==> src/rtl/interface_demux.sv <==
// interface_demux: pulls descriptors and payload bytes from the backend FIFOs
// and fans each frame out to the TX ports selected by the descriptor mask.
// One frame is in flight at a time. Frames with an empty mask are read and
// discarded and counted in drop_cnt. Zero-length descriptors are consumed
// without touching the data FIFO.
module interface_demux #(
  parameter int NUM_PORTS = 4
) (
  input  logic                 clk_sys,
  input  logic                 rstn_sys,
  input  logic                 ptr_sfifo_empty,
  output logic                 ptr_sfifo_rd,
  input  logic [19:0]          ptr_sfifo_dout,
  output logic                 sfifo_rd,
  input  logic [7:0]           sfifo_dout,
  input  logic [NUM_PORTS-1:0] tx_data_afull,
  input  logic [NUM_PORTS-1:0] tx_ptr_full,
  output logic [NUM_PORTS-1:0] tx_data_wr,
  output logic [7:0]           tx_data_din,
  output logic [NUM_PORTS-1:0] tx_ptr_wr,
  output logic [15:0]          tx_ptr_din,
  output logic [15:0]          drop_cnt
);

  typedef enum logic [2:0] {
    IDLE, PTR_RD, PTR_LAT, WAIT, DATA, TAIL, PTR_WR
  } state_t;

  state_t                 state;
  logic [NUM_PORTS-1:0]   mask_r;
  logic [10:0]            len_r;
  logic [3:0]             class_r;
  logic [10:0]            cnt;
  logic                   tail_r;
  logic                   arm_r;     // holds off the first descriptor read by one edge after reset
  logic [0:0]             vld_pipe;  // sfifo_dout holds a byte read last cycle
  logic [NUM_PORTS-1:0]   port_busy;

  // A port only blocks the frame if it is a destination and cannot take it.
  for (genvar i = 0; i < NUM_PORTS; i++) begin : g_busy
    assign port_busy[i] = mask_r[i] & (tx_data_afull[i] | tx_ptr_full[i]);
  end

  // Frame sequencer with registered strobes, plus the 2-cycle data path
  // (read strobe -> FIFO output -> registered TX byte).
  always_ff @(posedge clk_sys or negedge rstn_sys) begin
    if (!rstn_sys) begin
      state        <= IDLE;
      mask_r       <= '0;
      len_r        <= '0;
      class_r      <= '0;
      cnt          <= '0;
      tail_r       <= 1'b0;
      arm_r        <= 1'b0;
      vld_pipe     <= '0;
      ptr_sfifo_rd <= 1'b0;
      sfifo_rd     <= 1'b0;
      tx_data_wr   <= '0;
      tx_data_din  <= '0;
      tx_ptr_wr    <= '0;
      tx_ptr_din   <= '0;
      drop_cnt     <= '0;
    end else begin
      arm_r        <= 1'b1;
      vld_pipe[0]  <= sfifo_rd;
      // mask_r is stable for the whole frame, so dropped frames write nothing
      tx_data_wr   <= vld_pipe[0] ? mask_r : '0;
      if (vld_pipe[0]) tx_data_din <= sfifo_dout;
      ptr_sfifo_rd <= 1'b0;
      tx_ptr_wr    <= '0;
      case (state)
        IDLE: begin
          if (arm_r && !ptr_sfifo_empty) begin
            state        <= PTR_RD;
            ptr_sfifo_rd <= 1'b1;
          end
        end
        PTR_RD: state <= PTR_LAT;
        PTR_LAT: begin
          class_r <= ptr_sfifo_dout[19:16];
          mask_r  <= ptr_sfifo_dout[15:12];
          len_r   <= ptr_sfifo_dout[10:0];
          state   <= WAIT;
        end
        WAIT: begin
          if (len_r == 11'd0) begin
            state <= IDLE;
          end else if (mask_r == '0) begin
            if (drop_cnt != 16'hFFFF) drop_cnt <= drop_cnt + 16'd1;
            state    <= DATA;
            sfifo_rd <= 1'b1;
            cnt      <= 11'd1;
          end else if (port_busy == '0) begin
            state    <= DATA;
            sfifo_rd <= 1'b1;
            cnt      <= 11'd1;
          end
        end
        DATA: begin
          // cnt tops out at len_r (<= 2047), so 11 bits never wrap
          if (cnt == len_r) begin
            sfifo_rd <= 1'b0;
            tail_r   <= 1'b0;
            state    <= TAIL;
          end else begin
            cnt <= cnt + 11'd1;
          end
        end
        TAIL: begin
          // two cycles to drain the read pipeline before the descriptor
          if (tail_r) begin
            state      <= PTR_WR;
            tx_ptr_wr  <= mask_r;
            tx_ptr_din <= {class_r, 1'b0, len_r};
          end else begin
            tail_r <= 1'b1;
          end
        end
        PTR_WR: state <= IDLE;
        default: state <= IDLE;
      endcase
    end
  end

endmodule
==> config.mk <==
export PLATFORM = sky130hd
export DESIGN_NAME = interface_demux
export DESIGN_NICKNAME = d
export VERILOG_FILES = /design/src/rtl/interface_demux.sv
export SDC_FILE = /design/constraint.sdc
export NUM_CORES = 1
export LEC_CHECK = 0
export BUFFER_PORTS_ARGS = -buffer_cell sky130_fd_sc_hd__buf_2
export CAP_MARGIN = 20
export CORE_MARGIN = 3
export CORE_UTILIZATION = 40
export CTS_BUF_LIST = sky130_fd_sc_hd__clkbuf_8
export DETAILED_ROUTE_END_ITERATION = 8
export PLACE_DENSITY_LB_ADDON = 0.15
export SKIP_LAST_GASP = 1
export SYNTH_ARGS = -nofsm -noshare
export SYNTH_HDL_FRONTEND = slang
export SYNTH_SLANG_ARGS = --single-unit
export TNS_END_PERCENT = 5
==> constraint.sdc <==
create_clock -name clk_sys -period 4.5 [get_ports clk_sys]
set_clock_uncertainty 0.15 [all_clocks]
set_input_delay 0.9 -clock clk_sys [delete_from_list [all_inputs] [get_ports clk_sys]]
set_output_delay 0.9 -clock clk_sys [all_outputs]
set_load 0.01 [all_outputs]
**After elaboration in Yosys (flattened, before gate mapping)**

Index checks and enable logic that the tools add are counted.

- Word-level logic and storage cells: 77
- Input port bits: 39
- Output and inout port bits: 50
- Bits in registers: 85

- Add/sub/neg operators: 2
- Equality and inequality tests: 14
- Bitwise gates (word level): 9
- Reductions and logical operators: 14
- Mux-type cells: 23

Operators with widths:

| operator | number |
|---|---|
| $mux 11 | 4 |
| $pmux 11 s2 | 1 |
| $mux 3 | 6 |
| $pmux 3 s6 | 1 |
| $add 16x1->16 const B | 1 |
| $ne 16x16->1 const B | 1 |
| $reduce_and 4->1 | 4 |
| $mux 4 | 3 |
| $add 11x1->11 const B | 1 |
| $eq 11x11->1 | 1 |
| $logic_not 11->1 | 1 |
| $ne 2x2->1 const B | 5 |
| $logic_not 4->1 | 2 |
| $eq 3x2->1 const B | 2 |
| $eq 3x3->1 const B | 2 |
| $mux 1 | 6 |
| $and 1x1->1 | 4 |
| $ne 4x4->1 const B | 1 |
| $or 1x1->1 | 4 |
| $pmux 1 s2 | 2 |
| $reduce_and 2->1 | 2 |
| $reduce_bool 2->1 | 2 |
| $eq 3x1->1 const B | 1 |
| $logic_not 3->1 | 1 |
| other kinds (4) | 4 |

**Depth between registers and ports, before layout**

- Depth in word-level cells: 7
- Depth in mapped cells: 7
- Mapped depth without buffers: 6

**Least setup slack after synthesis**

Ideal clock, no wire load.

- Path type: input -> register
- Start: input port tx_ptr_full[3]
- End: register cnt[8]
- Stages: 5
- Setup slack: 2.285 ns
- Buffers on the path: 0
- Data arrival time: 1.998 ns
- Data required time: 4.283 ns
- Setup time: 0.067 ns
- Cells stage by stage: o21ai_0 > nand4_1 > nand3b_1 > a2111oi_0 > a311o_1

- Word-level cells in the longest chain between the ends: 5

Ends and longest elaborated chain:

| what | RTL line | text |
|---|---|---|
| start: declaration | 17 | `input logic [NUM_PORTS-1:0] tx_ptr_full,` |
| $or 1x1->1 | 41 | `assign port_busy[i] = mask_r[i] & (tx_data_afull[i] \| tx_ptr_full[i]);` |
| $and 1x1->1 | 41 |  |
| $logic_not 4->1 | 93 | `end else if (port_busy == '0) begin` |
| $ne 3x3->1 (no source line) | n/a |  |
| $reduce_and 4->1 (no source line) | n/a |  |
| end signal: assignment | 106 | `cnt <= cnt + 11'd1;` |
| end: declaration | 33 | `logic [10:0] cnt;` |

No other way between the ends.
A chain may end at the register's enable or synchronous reset.

**Worst setup path after layout**

- Start: register drop_cnt[5]
- End: register drop_cnt[1]

- Word-level cells in the longest chain between the ends: 2

Ends and longest elaborated chain:

| what | RTL line | text |
|---|---|---|
| start: declaration | 22 | `output logic [15:0] drop_cnt` |
| start signal: assignment | 89 | `if (drop_cnt != 16'hFFFF) drop_cnt <= drop_cnt + 16'd1;` |
| $ne 16x16->1 | 89 |  |
| $reduce_and 4->1 (no source line) | n/a |  |

No other way between the ends.

==> impl_results.md <==
- Clock Latency Late Sink: 0.35 ns
- Fin. Hold Viols: 0
- Min-Delay Startpoint: sfifo_rd
- First-pass iteration count of the detailed router: 4
- CTS Buf Count: 9
- Starting Density: 42.2%
- Pwr/cell area: 555 mW/mm^2
- Routed len/inst: 15.1 microns
- Synth cell types: 46
- Initial antenna violation count: 0
- Most frequent cells in the layout: 85 x dfrtp_1, 85 x buf_2, 30 x mux2_2
- FF+latch count, synth: 85
- Synth Flop Type: dfrtp_1
- Crit path capture type: flip-flop
- Ys async rst share: 100%
- CTS tree: yes
- Share of cells above drive strength 1: 34.8%
- Final setup viols: 0
- Row count: 34
- Vias per inst: 5.16
- CTS resizes: 0
- Worst endpoint required time: 4.59 ns
- Hold buffers post-CTS: 0
- Fillers: 824
- Worst path cell trace: and4_1 > nand4_1 > nor3_2 > nor2_1 > mux2_1
- Clock H-tree levels: 3
- Hold crit path type: flip-flop to flip-flop
- Tmin final: 2.37 ns
- Synth top area share: 56.7%
- CTS max path bufs: 2
- Syn Inst Count: 314
- Fin crit share: 52.6%
- Synth warn: 0
- Static Leak: 2.20 nW
- Max-slew violations: 0
- Worst-Margin Slew: 1.07 ns
- Area Growth Syn to Fin: 20.1%
- Critical Path Fanout Max: 13
- Mean post-synth cell area: 11.9 sq um
- Root buf cell: clkbuf_8
- Largest net degree at the start of global routing: 86
- Die area: 0.0106 sq mm
- RR Startpoint: drop_cnt[5]
- Post-DRT Antenna Nets: 0
- Max stage delay on crit path: 0.72 ns
- Outcome: finished, final reports clean
- Residual DRC: 0
- Achievable frequency: 0.422 GHz
- Height of the chip: 103 microns
- Syn Nets: 355
- First DRT Iteration DRCs: 66
- First-pass GRT wire length: 12900 microns
- CP max stage cell: nor3_2
- Drt total wl: 7740 microns
- MaxCap Viol Count: 0
- GR Util All Layers: 15.6%
- Worst-path clk slew: 0.09 ns
- Vias in the first global route: 2680
- Cell Area, Synth: 0.00375 sq mm
- Arrival @ worst endpoint: 2.46 ns
- Yosys top cell by area: dfrtp_1
- EDFF count, synth: 0
- Nets@finish: 442
- Sequential area share after synthesis: 56.7%
- Startpoint Class: flip-flop
- Worst VDD drop: 0.242 mV
- Grt total ovfl: 0
- # diodes: 0
- Reg-to-Reg End: drop_cnt[1]
- Hold EP: vld_pipe
- WP buf/inv: 0
- CTS sink cnt: 85
- Post-CTS setup buffer count: 0
- Die width: 103 microns
- Core area: 0.00889 sq mm
- Final Cell Area: 0.00450 sq mm
- Worst reg2reg path depth: 5
- Post-DP Area: 0.00426 sq mm
- Unrepaired setup endpoints after global routing: false
- Synth area leaders: dfrtp_1 57%, mux2_2 9.0%, xor2_1 5.8%
- Total negative slack: 0 ns
- Post-DP HPWL: 5300 microns
- CP Class: flip-flop to flip-flop
- Vias: 2649
- Max-slew headroom: 28.4%
- R2R Setup Slk: 2.13 ns
- Port Buffer Count: 86
- CP top delay family: simple AND/OR/NAND/NOR gates
- GPL Wtd Cong: 0.814
- WHS Path Cells: 0
- I/O Pins: 89
[through the flow]
step | setup slack (ns) | total power (W) | utilization, % | hold slack, ns | std cells
2_1_floorplan | 2.29 | 0.00168 | - | 0.282 | 314
3_5_place_dp | 1.81 | 0.00192 | 47.9 | 0.243 | 497
3_3_place_gp | 1.95 | 0.00190 | 47.9 | 0.237 | 497
4_1_cts | 2.12 | 0.00253 | 50.4 | 0.257 | 512
6_report | 2.13 | 0.00250 | 50.6 | 0.253 | 513
5_1_grt | 1.91 | 0.00269 | 50.6 | 0.254 | 513
[power breakdown]
group / internal [W] / switching, W / leakage [nW]
combinational: 0.000340 / 0.000337 / 1.02
sequential: 0.000987 / 0.000233 / 1.08
clock: 0.000327 / 0.000276 / 0.105
[worst max path at each step]
stage / slack, ns / from / depth (start not counted) / to
after floorplan: 2.29 / tx_ptr_full[3] / 5 / cnt[8]
after global placement: 1.95 / tx_ptr_full[0] / 6 / cnt[8]
after detailed placement: 1.81 / tx_ptr_full[3] / 6 / cnt[8]
after CTS: 2.12 / drop_cnt[0] / 5 / drop_cnt[1]
after global routing: 1.91 / drop_cnt[5] / 5 / drop_cnt[1]
final: 2.13 / drop_cnt[5] / 5 / drop_cnt[1]
[metal layers]
layer	global-route usage, %	vias up	wire length (microns)
met5	0	-	0
met4	5.98	0	116
met3	4.19	9	499
met2	25.0	76	3460
met1	20.2	1266	3670
li1	-	1298	-
[worst register-to-register path, stage by stage, from the launching register on]
cell and delay [ns]:
dfrtp_1 0.42, and4_1 0.29, nand4_1 0.14, nor3_2 0.72, nor2_1 0.17, mux2_1 0.35
[cell families (layout without fill, tap and decap cells)]
| kind of cell | Yosys count | in the layout | share of synthesized area, % |
|---|---|---|---|
| AOI/OAI and AO/OA | 32 | 32 | 5.64 |
| xor gates and xnor gates | 27 | 27 | 6.31 |
| adders and majority gates | 2 | 2 | 0.667 |
| buffers and inverters | 21 | 112 | 2.70 |
| DFF | 85 | 85 | 56.7 |
| muxes | 41 | 41 | 12.3 |
| other | 2 | 2 | 0.200 |
| and+or+nand+nor | 104 | 104 | 15.4 |
[synthesized netlist by cell type, types with 2 or more instances]
master    instances
nor3_2            2
xnor2_1           2
buf_2             6
o21ai_0           5
a31oi_1           4
or3_1             3
and4_1            2
buf_4             2
o21ai_1           9
nand2_1          24
mux2_2           30
ha_1              2
xor2_1           25
nor4_1           11
nor3_1            7
dfrtp_1          85
o211ai_1          7
nand4_1           8
nor2_1            9
and2_1            7
nand3_1          14
nor2b_1           2
inv_1             9
and3_1            5
conb_1            2
nor3b_1           2
mux2_1           11
[sequential cells by signal, indices dropped and copies added, names as in the netlist]
signal and cells:
drop_cnt 16, tx_ptr_din 15, cnt 11, len_r 11, tx_data_din 8, class_r 4
mask_r 4, tx_data_wr 4, tx_ptr_wr 4, state 3, arm_r 1, ptr_sfifo_rd 1
sfifo_rd 1, tail_r 1, vld_pipe 1
[final cells by class]
class	count	area (sq um)	share of cell area, %
multi-input cells	208	1530	33.9
flip-flops and latches	85	2130	47.3
clock inverters	5	83.8	1.86
well taps	108	135	3.00
repair buffers	87	453	10.1
inverters	10	37.5	0.834
clock buffers	10	138	3.06
Power figures use the tool's default switching activity.
